**src/rtl/cpu_ctrl_fsm.sv**
```systemverilog
// cpu_ctrl_fsm: multi-cycle control sequencer for the single-issue RV32I datapath.
// Steps each instruction through FETCH, DECODE, EXEC, MEM and WB. It drives the
// datapath selects and is the only block that asserts the write enables.
module cpu_ctrl_fsm #(
    parameter logic [2:0] OP_R   = 3'd0,
    parameter logic [2:0] OP_I   = 3'd1,
    parameter logic [2:0] OP_BR  = 3'd2,
    parameter logic [2:0] OP_ADD = 3'd3
) (
    input  logic        clk,
    input  logic        rst,
    input  logic        run,
    input  logic [6:0]  opcode,
    input  logic        zero,
    input  logic        imem_ack,
    input  logic        dmem_ack,
    output logic        imem_req,
    output logic        dmem_req,
    output logic        dmem_we,
    output logic        ir_we,
    output logic        pc_we,
    output logic        pc_sel,
    output logic [1:0]  alu_src1,
    output logic [1:0]  alu_src,
    output logic        pc_src,
    output logic [2:0]  alu_op,
    output logic        reg_we,
    output logic        wb_sel,
    output logic        halted,
    output logic        illegal,
    output logic [31:0] retired
);
    localparam logic [6:0] OPC_R      = 7'b0110011;
    localparam logic [6:0] OPC_I      = 7'b0010011;
    localparam logic [6:0] OPC_LOAD   = 7'b0000011;
    localparam logic [6:0] OPC_STORE  = 7'b0100011;
    localparam logic [6:0] OPC_BRANCH = 7'b1100011;
    localparam logic [6:0] OPC_JAL    = 7'b1101111;
    localparam logic [6:0] OPC_JALR   = 7'b1100111;
    localparam logic [6:0] OPC_LUI    = 7'b0110111;
    localparam logic [6:0] OPC_AUIPC  = 7'b0010111;
    localparam logic [6:0] OPC_SYSTEM = 7'b1110011;

    typedef enum logic [2:0] {
        S_IDLE, S_FETCH, S_DECODE, S_EXEC, S_MEM, S_WB, S_HALT
    } state_t;

    // Route class: decides which states follow EXEC and where the instruction ends.
    typedef enum logic [2:0] {
        K_WB, K_LOAD, K_STORE, K_BRANCH, K_SYS, K_ILL
    } kind_t;

    // Decoded per-instruction controls, latched once at DECODE (this is op_q).
    typedef struct packed {
        kind_t      kind;
        logic       jump;
        logic [1:0] src1;
        logic [1:0] src;
        logic       pc_src;
        logic [2:0] alu_op;
        logic       wb_sel;
    } ctrl_t;

    function automatic ctrl_t decode(input logic [6:0] op);
        ctrl_t c;
        c = '0;
        case (op)
            OPC_R:      c.alu_op = OP_R;
            OPC_I:      begin c.src = 2'd1; c.alu_op = OP_I; end
            OPC_LOAD:   begin c.kind = K_LOAD;  c.src = 2'd1; c.alu_op = OP_ADD; c.wb_sel = 1'b1; end
            OPC_STORE:  begin c.kind = K_STORE; c.src = 2'd1; c.alu_op = OP_ADD; end
            OPC_BRANCH: begin c.kind = K_BRANCH; c.alu_op = OP_BR; end
            OPC_JAL:    begin c.jump = 1'b1; c.src1 = 2'd2; c.src = 2'd2; c.alu_op = OP_ADD; end
            OPC_JALR:   begin c.jump = 1'b1; c.src1 = 2'd2; c.src = 2'd2; c.alu_op = OP_ADD; c.pc_src = 1'b1; end
            OPC_LUI:    begin c.src1 = 2'd1; c.src = 2'd1; c.alu_op = OP_ADD; end
            OPC_AUIPC:  begin c.src1 = 2'd2; c.src = 2'd1; c.alu_op = OP_ADD; end
            OPC_SYSTEM: c.kind = K_SYS;
            default:    c.kind = K_ILL;
        endcase
        return c;
    endfunction

    state_t state;
    ctrl_t  dec;
    ctrl_t  ctl_q;
    logic   pc_we_q;
    logic   pc_sel_q;
    logic   store_done;
    logic   finish;

    // Decode the incoming opcode; only consumed in DECODE.
    always_comb begin
        dec = decode(opcode);
    end

    // Final cycle of the current instruction: branch in EXEC, store on its ack, or WB.
    always_comb begin
        store_done = (state == S_MEM) && dmem_ack && (ctl_q.kind == K_STORE);
        finish     = 1'b0;
        case (state)
            S_EXEC:  finish = (ctl_q.kind == K_BRANCH);
            S_MEM:   finish = store_done;
            S_WB:    finish = 1'b1;
            default: finish = 1'b0;
        endcase
    end

    // Ack-qualified strobes; everything else comes straight from registers.
    assign ir_we    = (state == S_FETCH) && imem_ack;
    assign pc_we    = pc_we_q | store_done;
    assign pc_sel   = pc_sel_q | ((state == S_EXEC) && (ctl_q.kind == K_BRANCH) && zero);
    assign alu_src1 = ctl_q.src1;
    assign alu_src  = ctl_q.src;
    assign pc_src   = ctl_q.pc_src;
    assign alu_op   = ctl_q.alu_op;
    assign wb_sel   = ctl_q.wb_sel;

    // Sequencer: state plus registered outputs set on entry to each state.
    always_ff @(posedge clk or posedge rst) begin
        if (rst) begin
            state    <= S_IDLE;
            ctl_q    <= '0;
            imem_req <= 1'b0;
            dmem_req <= 1'b0;
            dmem_we  <= 1'b0;
            pc_we_q  <= 1'b0;
            pc_sel_q <= 1'b0;
            reg_we   <= 1'b0;
            halted   <= 1'b0;
            illegal  <= 1'b0;
            retired  <= '0;
        end else begin
            case (state)
                S_IDLE: begin
                    if (run) begin
                        state    <= S_FETCH;
                        imem_req <= 1'b1;
                    end
                end
                S_FETCH: begin
                    if (imem_ack) begin
                        state    <= S_DECODE;
                        imem_req <= 1'b0;
                    end
                end
                S_DECODE: begin
                    case (dec.kind)
                        K_ILL: begin
                            state   <= S_HALT;
                            halted  <= 1'b1;
                            illegal <= 1'b1;
                        end
                        K_SYS: begin
                            state  <= S_HALT;
                            halted <= 1'b1;
                        end
                        default: begin
                            state   <= S_EXEC;
                            ctl_q   <= dec;
                            // a branch ends in EXEC, so its PC strobe is armed now
                            pc_we_q <= (dec.kind == K_BRANCH);
                        end
                    endcase
                end
                S_EXEC: begin
                    case (ctl_q.kind)
                        K_LOAD, K_STORE: begin
                            state    <= S_MEM;
                            dmem_req <= 1'b1;
                            dmem_we  <= (ctl_q.kind == K_STORE);
                        end
                        K_WB: begin
                            state    <= S_WB;
                            pc_we_q  <= 1'b1;
                            reg_we   <= 1'b1;
                            pc_sel_q <= ctl_q.jump;
                        end
                        default: ;
                    endcase
                end
                S_MEM: begin
                    if (dmem_ack) begin
                        dmem_req <= 1'b0;
                        dmem_we  <= 1'b0;
                        if (ctl_q.kind == K_LOAD) begin
                            state   <= S_WB;
                            pc_we_q <= 1'b1;
                            reg_we  <= 1'b1;
                        end
                    end
                end
                S_WB:    ;
                S_HALT:  ;
                default: state <= S_IDLE;
            endcase

            // Retirement overrides the per-state updates above.
            if (finish) begin
                state    <= S_FETCH;
                imem_req <= 1'b1;
                ctl_q    <= '0;
                pc_we_q  <= 1'b0;
                pc_sel_q <= 1'b0;
                reg_we   <= 1'b0;
                retired  <= retired + 32'd1;
            end
        end
    end
endmodule

```
**config.mk**
```make
export PLATFORM = sky130hd
export DESIGN_NAME = cpu_ctrl_fsm
export DESIGN_NICKNAME = d
export VERILOG_FILES = /design/src/rtl/cpu_ctrl_fsm.sv
export SDC_FILE = /design/constraint.sdc
export NUM_CORES = 1
export LEC_CHECK = 0
export BUFFER_PORTS_ARGS = -buffer_cell sky130_fd_sc_hd__buf_2
export CAP_MARGIN = 20
export CORE_MARGIN = 2
export CORE_UTILIZATION = 59
export DETAILED_ROUTE_END_ITERATION = 8
export HOLD_SLACK_MARGIN = 0.03
export PLACE_DENSITY = 0.85
export SYNTH_ARGS = -nofsm -noshare
export SYNTH_HDL_FRONTEND = slang
export SYNTH_SLANG_ARGS = --single-unit
```
**constraint.sdc**
```tcl
create_clock -name clk -period 4.6 [get_ports clk]
set_clock_uncertainty 0.1 [all_clocks]
set_input_delay 1.15 -clock clk [delete_from_list [all_inputs] [get_ports clk]]
set_output_delay 1.15 -clock clk [all_outputs]
set_load 0.05 [all_outputs]
```
==> results.md <==
* status: finished clean
* Syn Nets: 322
* slew at the pin with the worst max-slew slack: 0.8327 ns
* buffers inserted during post-CTS setup optimization: 0
* Gates resized, CTS repair: 0
* number of buffers on the longest clock path: 2
* worst path required time: 3.35 ns
* total design power: 1.508 mW
* final critical delay including setup and external delays: 3.156 ns
* combinational fraction of design power: 0.393
* number of H-tree branching levels: 2
* leading cell types in the layout, fill and taps excluded: buf_2, dfrtp_1, nor2_1
* number of register bits inferred by synthesis: 54
* worst flop-to-flop path endpoint: state[0]$_DFFE_PP0P_
* synthesized cell area: 0.002968 mm2
* Post-Route WL: 6.538 mm
* area enclosed by the die boundary: 0.005614 mm2
* Starting DRT DRC Count: 247
* worst flop-to-flop path startpoint: state[1]$_DFFE_PP0P_
* Static Leakage: 1.594 nW
* gate count after technology mapping: 307
* wire length of the first global-routing pass: 10.65 mm
* fraction of final layout cells sized beyond drive strength 1: 0.2458
* largest cells by area after synthesis: dfrtp_1, xor2_1, nor2_1, xnor2_1, nand2_1
* crit end category: primary output
* Worst Path Max Fanout: 18
* RSZ-0062 raised after global routing: false
* clock transition time at the flip-flop clock pins of the worst setup and hold paths: 0.10 ns
* fin nets: 372
* placed wire-length estimate after detailed placement: 4.682 mm
* vias in the first global route: 2382
* post-route clock period utilization: 0.6861
* Core Rows: 25
* remaining global-route overflow: 0
* Achievable Freq: 0.3169 GHz
* pin count of the biggest net entering global routing: 55
* Arr. time, crit path: 1.91 ns
* share of synthesized flip-flops with an asynchronous set or reset: 1.000
* leading area contributor after synthesis: dfrtp_1
* category of the worst setup path launch point: flop
* number of remaining DRC errors: 0
* switching power summed over all nets: 0.6618 mW
* standard cell with the maximum stage delay on the critical path: dfrtp_1
* sequential-to-total area share from yosys stat: 0.4553
* path class of the lowest-slack min-delay path: reg2reg
* Antenna Nets Post-Route: 0
* average routed wire per standard cell: 15.38 um
* critical path type: reg2out
* register share of total power: 0.432
* height of the die: 74.93 um
* switching power share of the total: 0.4389
* Yosys warning total: 0
* cell at the root of the clock tree: clkbuf_8
* Primary FF master, synth: dfrtp_1
* total number of vias: 2479
* final hold violation count: 0
* clock network latency to the later pin of the worst-skew pair: 0.30 ns
* max-capacitance violation count: 0
* worst hold path stage count: 1
* Antenna Cells: 0
* Post-Syn Area per Cell: 9.667 um2
* startpoint of the worst hold path: alu_src[0]$_DFFE_PP0P_
* Die Span X: 74.93 um
* count of endpoints failing setup in the final report: 0
* peak ir drop on the vdd network: 305.0 uV
* number of detailed-routing iterations run before antenna repair: 5
* DR vias/cell: 5.833
* critical path cell sequence: nand3b_1 -> nor2_1 -> a21o_1 -> buf_2
* TritonCTS clock tree: built
* cts-stage hold buffer count: 0
* Placer Congestion: 0.9020
* Clk pwr share: 0.176
* initial antenna violation count: 0
* post-layout worst setup margin: 1.444 ns
* total I/O pin count: 63
* number of cells on the worst reg-to-reg path: 7
* growth of design area from synthesis to finish: 12.82%
* count of distinct cell types in the synthesized netlist: 58
* number of pins with negative max-slew slack in the final report: 0
* count of buffers inserted at the top-level ports: 61
* max incr delay on CP: 0.69 ns
* number of sinks on the clock net: 54
* setup_tns: 0 ns
* internal power of the cells: 0.8461 mW
* worst setup slack for register-to-register paths: 2.12 ns
* combined global-route utilization of all metal layers: 0.2461
* post-place setup slack: 1.550 ns
* hold_ws: 0.3915 ns
* Worst Hold Path EP: alu_src[0]$_DFFE_PP0P_
* Post-synth EDFFs: 0
* TritonCTS buffer count: 5
* total power density per cell area: 450.4 mW/mm2
* slew margin rel.: 0.4398
* area fraction of the dominant cell type after synthesis: 0.4553
* Core Box Area: 0.004786 mm2
* leading cell type in the layout, fill and taps excluded: buf_2
* effective utilization at floorplan: 0.6201
==> per-stage QoR <==
step                instance area, um2  cells  utilization
floorplan                         2968    307            -
global placement                  3238    416       0.6766
detailed placement                3238    416       0.6766
CTS                               3328    424       0.6954
global route                      3348    425       0.6996
finish                            3348    425       0.6996
==> registers in the layout, indices dropped and copies added (netlist names), 2 cells and up <==
register / flops
alu_src: 2
ctl_q: 3
alu_src1: 2
state: 3
retired: 32
alu_op: 2
==> worst max-delay path: cells and delay by family (launching register included) <==
kind	cells	cell delay (ns)
flip-flops	1	0.69
AND/OR/NAND/NOR	2	0.51
buffers and inverters	1	0.26
AO/OA/AOI/OAI	1	0.14
==> Yosys cell counts, types with 2 or more instances <==
master	n
clkbuf_1	3
a31oi_1	3
mux2i_1	2
nand2_1	27
nand3_1	8
dfrtp_1	54
inv_1	14
nor2_1	29
nor3_1	18
ha_1	2
nand3b_1	3
nand4_1	8
nor4_1	5
a21oi_1	8
o211a_1	2
buf_4	11
xnor2_1	12
nand2b_1	6
and2_1	3
and3_1	5
a21o_1	3
nor2b_1	2
mux2_2	4
o21ai_0	12
buf_2	5
a22o_1	3
or2_2	2
nor3b_1	3
a2bb2oi_1	2
xor2_1	20
==> how the worst max path moves through the flow <==
stage | startpoint | slack, ns | to
6_report | state[1]$_DFFE_PP0P_ | 1.44 | pc_sel
5_1_grt | state[1]$_DFFE_PP0P_ | 1.30 | pc_sel
4_1_cts | state[1]$_DFFE_PP0P_ | 1.47 | pc_sel
3_5_place_dp | opcode[4] | 1.55 | alu_op[0]$_DFFE_PP0P_
3_3_place_gp | imem_ack | 1.62 | ir_we
2_1_floorplan | imem_ack | 1.09 | ir_we
==> power groups by stage <==
stage | combinational [mW] | clock, mW | sequential (mW)
detailed placement | 0.585 | 0 | 0.656
CTS | 0.588 | 0.267 | 0.648
finish | 0.592 | 0.265 | 0.651
global placement | 0.570 | 0 | 0.652
floorplan | 0.420 | 0 | 0.720
global route | 0.641 | 0.285 | 0.661
==> area by class of cell <==
cell class / count / area [um2]
clock buffers: 5 / 68.82
clock inverters: 3 / 21.27
fillers: 362 / 1438
inverters: 14 / 52.55
multi-input cells: 220 / 1445
flip-flops and latches: 54 / 1351
well taps: 67 / 83.83
repair buffers: 62 / 325.3
==> layer usage <==
layer / global-route usage / wire (um)
met1: 0.3351 / 2939
met2: 0.3986 / 3162
met3: 0.04284 / 320
met4: 0.08730 / 116
met5: 0 / 0
==> kinds of logic (layout without fill, tap and decap cells) <==
family / Yosys count / count (layout) / synth area share
adder cells (fa/ha/maj): 3 / 3 / 0.01180
AO/OA/AOI/OAI: 52 / 52 / 0.1379
flip-flops: 54 / 54 / 0.4553
buffers and inverters: 33 / 84 / 0.05776
multiplexers: 7 / 7 / 0.02572
XOR/XNOR: 32 / 32 / 0.09444
other: 1 / 1 / 0.001264
AND/OR/NAND/NOR: 125 / 125 / 0.2159
(Power assumes the default switching activity.)
